**src/rtl/sim_pkg.sv**
```systemverilog
// Shared simulation types: sequencer state encoding and default widths,
// also used by the node array for its coordinate width.
package sim_pkg;

  localparam int unsigned SIM_COORD_W          = 32;
  localparam int unsigned SIM_CONSTRAINT_ITERS = 8;

  typedef enum logic [2:0] {
    ST_IDLE        = 3'd0,
    ST_VERLET      = 3'd1,
    ST_FIX         = 3'd2,
    ST_DONE        = 3'd3,
    ST_WAIT_RENDER = 3'd4
  } sim_state_e;

  // Bits needed to hold max_val, never less than one.
  function automatic int unsigned sim_width(input int unsigned max_val);
    int unsigned w;
    w = $clog2(max_val + 1);
    return (w == 0) ? 1 : w;
  endfunction

endpackage

```
**src/rtl/phase_timer.sv**
```systemverilog
// Loadable down-counter with terminal-count flag; times each phase of a frame.
module phase_timer #(
  parameter int unsigned CNT_W = 4
) (
  input  logic             i_clk,
  input  logic             i_reset,
  input  logic             i_load,
  input  logic [CNT_W-1:0] i_load_val,
  input  logic             i_en,
  output logic             o_tc
);

  logic [CNT_W-1:0] r_count;

  always_ff @(posedge i_clk) begin
    if (i_reset) begin
      r_count <= '0;
    end else if (i_load) begin
      r_count <= i_load_val;
    end else if (i_en && (r_count != '0)) begin
      r_count <= r_count - CNT_W'(1);
    end
  end

  assign o_tc = (r_count == '0);

endmodule

```
**src/rtl/sim_phase_sequencer.sv**
```systemverilog
// Frame-level phase sequencer feeding the node array (verlet / constraint strobes).
// Optional macro SIM_FRAME_QUEUE_EN: one-deep queue for frame requests made while busy.
module sim_phase_sequencer
  import sim_pkg::*;
#(
  parameter  int unsigned CONSTRAINT_ITERS = SIM_CONSTRAINT_ITERS,
  parameter  int unsigned FIX_CYCLES       = 1,
  parameter  int unsigned VERLET_CYCLES    = 1,
  parameter  int unsigned COORD_W          = SIM_COORD_W,
  localparam int unsigned IDX_W            = sim_width(CONSTRAINT_ITERS)
) (
  input  logic               clk,
  input  logic               reset,
  input  logic               frame_start,
  input  logic               render_busy,
  input  logic [COORD_W-1:0] x_mouse_in,
  input  logic [COORD_W-1:0] y_mouse_in,
  output logic               verlet_state,
  output logic               fix_constraint_state,
  output logic [COORD_W-1:0] x_mouse,
  output logic [COORD_W-1:0] y_mouse,
  output logic [IDX_W-1:0]   iter_idx,
  output logic               busy,
  output logic               finish_sig
);

  localparam int unsigned MAX_LOAD = ((VERLET_CYCLES > FIX_CYCLES) ? VERLET_CYCLES : FIX_CYCLES) - 1;
  localparam int unsigned CNT_W    = sim_width(MAX_LOAD);
  localparam logic [CNT_W-1:0] VERLET_LOAD = CNT_W'(VERLET_CYCLES - 1);
  localparam logic [CNT_W-1:0] FIX_LOAD    = CNT_W'(FIX_CYCLES - 1);
  localparam logic [IDX_W-1:0] LAST_ITER   = IDX_W'((CONSTRAINT_ITERS == 0) ? 0 : CONSTRAINT_ITERS - 1);

  sim_state_e       r_state;
  sim_state_e       w_next_state;
  logic             w_launch;
  logic             w_load;
  logic [CNT_W-1:0] w_load_val;
  logic             w_tc;
  logic             w_timer_en;
  logic [IDX_W-1:0] w_next_iter;

  logic               r_verlet;
  logic               r_fix;
  logic               r_finish;
  logic               r_busy;
  logic [IDX_W-1:0]   r_iter_idx;
  logic [COORD_W-1:0] r_x_mouse;
  logic [COORD_W-1:0] r_y_mouse;

`ifdef SIM_FRAME_QUEUE_EN
  logic r_pending;

  // Pending drains on any IDLE cycle, which is exactly the cycle it launches.
  always_ff @(posedge clk) begin
    if (reset) begin
      r_pending <= 1'b0;
    end else if (r_state == ST_IDLE) begin
      r_pending <= 1'b0;
    end else if (frame_start) begin
      r_pending <= 1'b1;
    end
  end

  assign w_launch = frame_start | r_pending;
`else
  assign w_launch = frame_start;
`endif

  assign w_timer_en = (r_state == ST_VERLET) || (r_state == ST_FIX);

  phase_timer #(
    .CNT_W (CNT_W)
  ) u_phase_timer (
    .i_clk      (clk),
    .i_reset    (reset),
    .i_load     (w_load),
    .i_load_val (w_load_val),
    .i_en       (w_timer_en),
    .o_tc       (w_tc)
  );

  always_comb begin
    w_next_state = r_state;
    w_load       = 1'b0;
    w_load_val   = VERLET_LOAD;
    w_next_iter  = r_iter_idx;
    unique case (r_state)
      ST_IDLE: begin
        w_next_iter = '0;
        if (w_launch) begin
          w_next_state = ST_VERLET;
          w_load       = 1'b1;
        end
      end
      ST_VERLET: begin
        if (w_tc) begin
          if (CONSTRAINT_ITERS == 0) begin
            w_next_state = ST_DONE;
          end else begin
            w_next_state = ST_FIX;
            w_load       = 1'b1;
            w_load_val   = FIX_LOAD;
            w_next_iter  = '0;
          end
        end
      end
      ST_FIX: begin
        if (w_tc) begin
          if (r_iter_idx == LAST_ITER) begin
            w_next_state = ST_DONE;
          end else begin
            w_load      = 1'b1;
            w_load_val  = FIX_LOAD;
            w_next_iter = r_iter_idx + IDX_W'(1);
          end
        end
      end
      ST_DONE: begin
        if (render_busy) begin
          w_next_state = ST_WAIT_RENDER;
        end else begin
          w_next_state = ST_IDLE;
          w_next_iter  = '0;
        end
      end
      ST_WAIT_RENDER: begin
        if (!render_busy) begin
          w_next_state = ST_IDLE;
          w_next_iter  = '0;
        end
      end
      default: begin
        w_next_state = ST_IDLE;
        w_next_iter  = '0;
      end
    endcase
  end

  // Outputs are registered from the next state so they line up with r_state.
  always_ff @(posedge clk) begin
    if (reset) begin
      r_state    <= ST_IDLE;
      r_verlet   <= 1'b0;
      r_fix      <= 1'b0;
      r_finish   <= 1'b0;
      r_busy     <= 1'b0;
      r_iter_idx <= '0;
      r_x_mouse  <= '0;
      r_y_mouse  <= '0;
    end else begin
      r_state    <= w_next_state;
      r_verlet   <= (w_next_state == ST_VERLET);
      r_fix      <= (w_next_state == ST_FIX);
      r_finish   <= (w_next_state == ST_DONE);
      r_busy     <= (w_next_state != ST_IDLE);
      r_iter_idx <= w_next_iter;
      if ((r_state == ST_IDLE) && w_launch) begin
        r_x_mouse <= x_mouse_in;
        r_y_mouse <= y_mouse_in;
      end
    end
  end

  assign verlet_state         = r_verlet;
  assign fix_constraint_state = r_fix;
  assign finish_sig           = r_finish;
  assign busy                 = r_busy;
  assign iter_idx             = r_iter_idx;
  assign x_mouse              = r_x_mouse;
  assign y_mouse              = r_y_mouse;

endmodule
```
**config.mk**
```make
export PLATFORM = sky130hd
export DESIGN_NAME = sim_phase_sequencer
export DESIGN_NICKNAME = d
export VERILOG_FILES = /design/src/rtl/sim_pkg.sv /design/src/rtl/phase_timer.sv /design/src/rtl/sim_phase_sequencer.sv
export SDC_FILE = /design/constraint.sdc
export NUM_CORES = 1
export LEC_CHECK = 0
export BUFFER_PORTS_ARGS = -buffer_cell sky130_fd_sc_hd__buf_2
export CORE_UTILIZATION = 40
export CTS_BUF_LIST = sky130_fd_sc_hd__clkbuf_8
export CTS_CLUSTER_SIZE = 30
export DETAILED_ROUTE_END_ITERATION = 10
export GPL_TIMING_DRIVEN = 0
export PLACE_DENSITY_LB_ADDON = 0.25
export SYNTH_ARGS = -nofsm -noshare
export SYNTH_HDL_FRONTEND = slang
export SYNTH_SLANG_ARGS = --single-unit
export TNS_END_PERCENT = 100
```
**constraint.sdc**
```tcl
create_clock -name clk -period 1.3 [get_ports clk]
set_input_delay 0.13 -clock clk [delete_from_list [all_inputs] [get_ports clk]]
set_output_delay 0.13 -clock clk [all_outputs]
set_load 0.03 [all_outputs]
```
==> impl_metrics.yaml, run 1 <==
placed_design:
  place_congestion: 0.749
  place.port_buffers: 139
  hpwl_um: 4890
  place_area_mm2: 0.00365
logic_synthesis:
  netlist_top_cells_area: "dfxtp_1 54%, nand2_1 18%, a21oi_1 12%"
  synth_top_area_share_pct: 54.2
  synth_edf_count: 0
  synth_flop_cell: "dfxtp_1"
  synth_area_mm2: 0.00281
  synth_top_family_by_area: "simple AND/OR/NAND/NOR gates"
  synth-seq-area-share_pct: 54.2
  ys_ff_latch: 76
  yosys.area.top_type: "dfxtp_1"
  postSynthCellCount: 342
  synth_mux_area_share_pct: 1.07
  ys_types: 38
  synth_xor_area_share_pct: 0.312
  synth_compound_area_share_pct: 15.2
  syn_nets: 411
  async_reset_ff_share_pct: 0
  synth_fa_ha_area_share_pct: 0.446
  avgSynthCellArea_um2: 8.20
  synth-simple-area-share_pct: 23.7
  ys.warnings.count: 0
drt:
  drtIter0Drc: 39
  drcViolationCount: 0
  vias: 3070
  firstDrtPassIters: 5
  drt-total-wl_um: 9310
  wl_per_cell_um: 14.9
  viasPerCell: 4.91
  ant_nets: 0
outcome:
  violations: "setup timing"
  outcome: "finished, violations left"
setup_path:
  cp_cell_sequence: "ha_4 -> and3b_2 -> mux2i_1 -> o31a_1 -> a311oi_2"
  slowest_delay_ns: 0.37
  path_max_fanout: 4
  critPathCaptureType: "register"
  regToRegEndpoint: "iter_idx[3]$_SDFFE_PP0P_"
  worst_path_max_delay_cell: "dfxtp_4"
  path_class: "reg2reg"
  rrSetupSlack_ns: -0.18
  rr_worst_depth: 5
  start_kind: "register"
  r2r_start: "iter_idx[0]$_SDFFE_PP0P_"
  arrival_ns: 1.73
  required_ns: 1.55
clocking:
  cts.sinks: 76
  insertion_delay_ns: 0.34
  cts_made_buffers: 9
  cts_root_buf: "clkbuf_8"
  clockBufferDepth: 2
  h-tree-depth: 3
  cts_tree: "done"
  clkTransAtPathRegs_ns: 0.08
  holdBufCountCts: 0
die:
  die_h_um: 85.7
  dieArea_mm2: 0.00735
  std_cell_rows: 30
  ios: 140
  start_util_pct: 41.3
  core_mm2: 0.00679
  die_x_um: 85.7
final_layout:
  drive_above_1_share_pct: 67.5
  final_util_pct: 76.6
  num-nets-final: 593
  fill_cells: 470
  syn2layout_area_growth_pct: 85.5
  stdcell_area_mm2: 0.00520
  n_antenna_cell: 0
min_path:
  hp-start: "y_mouse_in[26]"
  whs_path_depth: 3
  hold_class: "in2reg"
  whs_endpoint: "y_mouse[26]$_SDFFE_PP0P_"
power:
  vdd_drop_max_v: 0.000729
  power.density_mw_per_mm2: 1220
  p_leak_nw: 2.48
job:
  max_cap_viol_count: 0
timing:
  finalHoldViolCount: 0
  min_period_over_period_pct: 114
  timing.final.max_slew_violations: 0
  fin_crit_ns: 1.48
  setup_viol: 70
  fmax_mhz: 677
  slew_headroom_pct: 52.7
  fin_skew_ns: 0.00800
  max_slew.worst_pin.slew_ns: 0.709
  fin_ws_ns: -0.178
  rsz0062_at_grt: "true"
global_routing:
  grt_usage_pct: 20.3
  grt_pass1_wl_um: 11900
  antenna_found_initial: 0
  grt_max_degree: 14
  grt_overflow_total: 0
  grt_pass1_vias: 2677
## Yosys cell counts (2+ instances only)
cell type,n
mux2i_1,3
nand2b_1,2
buf_4,5
o21ai_0,2
nand3_1,2
nand2_1,131
or3_1,2
nor2_1,5
a31oi_1,2
a311oi_1,2
a21oi_1,66
buf_2,7
clkbuf_1,11
inv_1,3
dfxtp_1,76
## metal layers
layer | vias up | routed length (µm) | global-route usage (%)
met1 | 1447 | 3990 | 24.5
met4 | 0 | 151 | 6.82
li1 | 1501 | - | -
met2 | 104 | 4690 | 35.1
met3 | 18 | 480 | 5.10
met5 | - | 0 | 0
## area by class of cell
class	instances	area, µm²	share of cell area (%)
clock buffer	10	138	2.64
clock inverter	6	87.6	1.68
sequential	76	1530	29.5
buffer	24	267	5.12
timing repair buffer	170	1130	21.8
multi-input combinational	239	1910	36.7
tap	96	120	2.31
inverter	4	15.0	0.288
## where the power goes
| part | total, mW | internal, mW | switching [mW] |
|---|---|---|---|
| registers | 2.58 | 2.48 | 0.104 |
| logic | 1.74 | 0.751 | 0.986 |
| clock network | 2.03 | 1.13 | 0.892 |
## how the worst max path moves through the flow
stage                              from                  endpoint
2_1_floorplan  iter_idx[0]$_SDFFE_PP0P_  iter_idx[2]$_SDFFE_PP0P_
3_3_place_gp      r_state[1]$_SDFF_PP0_  x_mouse[30]$_SDFFE_PP0P_
3_5_place_dp      r_state[1]$_SDFF_PP0_  x_mouse[18]$_SDFFE_PP0P_
4_1_cts        iter_idx[0]$_SDFFE_PP0P_  iter_idx[3]$_SDFFE_PP0P_
5_1_grt        iter_idx[0]$_SDFFE_PP0P_  iter_idx[3]$_SDFFE_PP0P_
6_report       iter_idx[0]$_SDFFE_PP0P_  iter_idx[3]$_SDFFE_PP0P_
## through the flow
| stage | hold WS [ns] | power (mW) | setup slack [ns] | TNS [ns] | cells |
|---|---|---|---|---|---|
| 3_3_place_gp | 0.370 | 3.58 | -0.309 | -17.84 | 577 |
| 2_1_floorplan | 0.266 | 3.26 | -0.135 | -0.350 | 342 |
| 4_1_cts | 0.00715 | 5.83 | -0.161 | -1.81 | 613 |
| 6_report | 0.0228 | 6.34 | -0.178 | -4.99 | 625 |
| 3_5_place_dp | 0.377 | 3.60 | -0.345 | -20.10 | 577 |
| 5_1_grt | 0.0133 | 6.57 | -0.245 | -8.38 | 625 |
## flip-flops by register name, indices dropped and copies added, names as in the netlist
register	flops
finish_sig	1
fix_constraint_state	1
x_mouse	32
r_state	3
u_phase_timer.r_count	1
iter_idx	4
verlet_state	1
busy	1
y_mouse	32
## worst max-delay path: cells and delay by family, from the launching register on
kind	cells	cell delay, ns
AND/OR/NAND/NOR	1	0.23
flip-flops	1	0.37
AO/OA/AOI/OAI	2	0.60
multiplexers	1	0.08
adder cells (fa/ha/maj)	1	0.13
## logic make-up (layout without fill, tap and decap cells)
logic type,count (synthesis),in the layout
buffers and inverters,28,214
muxes,3,3
adders and majority gates,1,1
DFF,76,76
xor gates and xnor gates,1,1
AOI/OAI and AO/OA,78,78
and+or+nand+nor,155,156
## cells in the final DEF (no fill, tap or decap), types with 2 or more instances in the layout
master | netlist | layout
buf_2 | 7 | 140
dfxtp_1 | 76 | 70
nand2_4 | 0 | 57
a21oi_2 | 0 | 54
nand2_1 | 131 | 49
nand2_2 | 0 | 25
buf_6 | 1 | 14
a21oi_1 | 66 | 12
clkbuf_8 | 0 | 10
buf_8 | 0 | 9
buf_4 | 5 | 9
buf_12 | 0 | 8
clkbuf_1 | 11 | 8
clkbuf_16 | 0 | 6
nor2_1 | 5 | 5
dfxtp_2 | 0 | 4
mux2i_1 | 3 | 3
inv_1 | 3 | 3
nand3_4 | 0 | 2
a31oi_1 | 2 | 2
or3_1 | 2 | 2
a311oi_2 | 1 | 2
nand2b_1 | 2 | 2
bufinv_16 | 0 | 2
clkinvlp_4 | 0 | 2
dfxtp_4 | 0 | 2
## repair_timing
action | 4_1_cts | 5_1_grt
pin swaps | 8 | 112
gates resized for setup | 57 | 211
endpoints found under the setup margin | 73 | 73
cloned | 7 | 8
setup buffers | 13 | 6
No activity file was read; power rests on OpenSTA's default activity.
==> run 2, diff against run 1 <==
- SETUP_SLACK_MARGIN: not set -> 0.3
==> impl_metrics.yaml, run 2 (synthesis gave the netlist of run 1 again) <==
global_routing:
  use_met2_pct: 37.9
  grtUsageMet3_pct: 4.72
  grt_pass1_vias: 2807
  grt_usage_pct: 22.3
  grt_overflow_total: 0
  grt_max_degree: 14
  antenna_found_initial: 0
  use_met1_pct: 27.2
  grt_pass1_wl_um: 12800
  busiest_layer: "met2"
setup_path:
  path_class: "reg2reg"
  rr_worst_depth: 8
  startpoint: "r_state[0]$_SDFF_PP0_"
  cp-endpoint: "y_mouse[30]$_SDFFE_PP0P_"
  arrival_ns: 1.73
  path_max_fanout: 8
  regToRegEndpoint: "y_mouse[30]$_SDFFE_PP0P_"
  start_kind: "register"
  rrSetupSlack_ns: -0.16
  required_ns: 1.57
  r2r_start: "r_state[0]$_SDFF_PP0_"
  critPathCaptureType: "register"
timing:
  max_slew.worst_pin.slew_ns: 0.665
  fin_skew_ns: 0.0114
  setup_viol: 73
  rsz0062_at_grt: "true"
  finalHoldViolCount: 0
  slew_headroom_pct: 55.7
  fmax_mhz: 686
  fin_crit_ns: 1.46
  final.setup.tns_ns: -8.26
  fin_ws_ns: -0.157
  timing.final.max_slew_violations: 0
  min_period_over_period_pct: 112
final_layout:
  stdcell_area_mm2: 0.00550
  drive_above_1_share_pct: 70.9
  syn2layout_area_growth_pct: 95.9
  final_common_cell: "buf_6"
  n_antenna_cell: 0
  num-nets-final: 593
  fill_cells: 393
  final_cell_mix: "80 x buf_6, 75 x nand2_1, 69 x buf_2"
drt:
  vias: 3135
  viasPerCell: 5.02
  firstDrtPassIters: 4
  drtIter0Drc: 114
  wl_per_cell_um: 15.5
  drt-total-wl_um: 9670
  ant_nets: 0
  drcViolationCount: 0
placed_design:
  place_area_mm2: 0.00370
  hpwl_um: 4970
  place_congestion: 0.846
  place.port_buffers: 139
clocking:
  h-tree-depth: 3
  holdBufCountCts: 0
  insertion_delay_ns: 0.35
  cts_tree: "done"
  clockBufferDepth: 2
  cts_root_buf: "clkbuf_8"
  cts_made_buffers: 9
  cts.sinks: 76
  clkTransAtPathRegs_ns: 0.08
power:
  vdd_drop_max_v: 0.000708
  p_leak_nw: 2.45
  power.density_mw_per_mm2: 1160
job:
  max_cap_viol_count: 0
die:
  ios: 140
  start_util_pct: 41.3
  core_mm2: 0.00679
  std_cell_rows: 30
  dieArea_mm2: 0.00735
  die_x_um: 85.7
  die_h_um: 85.7
outcome:
  outcome: "finished, violations left"
  violations: "setup timing"
min_path:
  hold_class: "in2reg"
-- run 2: cell count changes in the layout (fill, tap and decap cells not counted), sizes merged --
cell	delta
buf	+2
clkbuf	-3
clkinv	+2
clkinvlp	-1
-- run 2: timing repair --
| action | 4_1_cts | 5_1_grt |
|---|---|---|
| endpoints found under the hold margin | 0 | 0 |
| pin swaps | 34 | 97 |
| gates resized for setup | 161 | 233 |
| buffers inserted | 17 | 4 |
| endpoints found under the setup margin | 144 | 137 |
| cloned | 11 | 0 |
-- run 2: cell type report --
class	instances	area [µm²]	area share, %
plain buffers	24	263	4.78
clock buffers	9	124	2.25
clock inverters	7	90.1	1.64
inverters	4	16.3	0.296
multi-input cells	239	1800	32.7
flip-flops and latches	76	1590	28.9
well taps	96	120	2.19
repair buffers	170	1500	27.3
-- run 2: metal layers --
layer | vias up | share of wire [%]
met5 | - | 0
met4 | 0 | 2.8
met3 | 25 | 4.7
met2 | 108 | 53
met1 | 1503 | 40
li1 | 1499 | -
-- run 2: worst min-delay path by stage --
| stage | from | depth (start not counted) | end | slack (ns) |
|---|---|---|---|---|
| after CTS | x_mouse_in[2] | 3 | x_mouse[2]$_SDFFE_PP0P_ | 0.002 |
| after global placement | x_mouse_in[6] | 3 | x_mouse[6]$_SDFFE_PP0P_ | 0.37 |
| after global routing | y_mouse_in[24] | 3 | y_mouse[24]$_SDFFE_PP0P_ | 0.003 |
| after floorplan | x_mouse_in[0] | 2 | x_mouse[0]$_SDFFE_PP0P_ | 0.27 |
| after detailed placement | x_mouse_in[2] | 3 | x_mouse[2]$_SDFFE_PP0P_ | 0.38 |
| final | x_mouse_in[2] | 3 | x_mouse[2]$_SDFFE_PP0P_ | 0.007 |
-- run 2: through the flow --
stage	setup WS, ns	utilization [%]	instances	hold WS [ns]	total power, mW
2_1_floorplan	-0.135	-	342	0.266	3.29
3_3_place_gp	-0.182	54.4	577	0.371	3.61
5_1_grt	-0.226	80.9	625	0.00325	6.62
6_report	-0.157	80.9	625	0.00703	6.38
3_5_place_dp	-0.252	54.4	577	0.376	3.63
4_1_cts	-0.152	69.2	621	0.00217	5.99
-- run 2: power breakdown --
part           internal [mW]  total (mW)  switching (mW)
Clock                   1.07        1.97           0.891
Combinational          0.851        1.82           0.971
Sequential              2.49        2.59           0.100
-- run 2: critical path, stage by stage, from the launching register on --
cell	delay (ns)
dfxtp_2	0.32
buf_6	0.13
nor2_4	0.13
and3_4	0.25
buf_12	0.11
buf_16	0.12
buf_12	0.13
nand2_4	0.05
a21oi_2	0.14
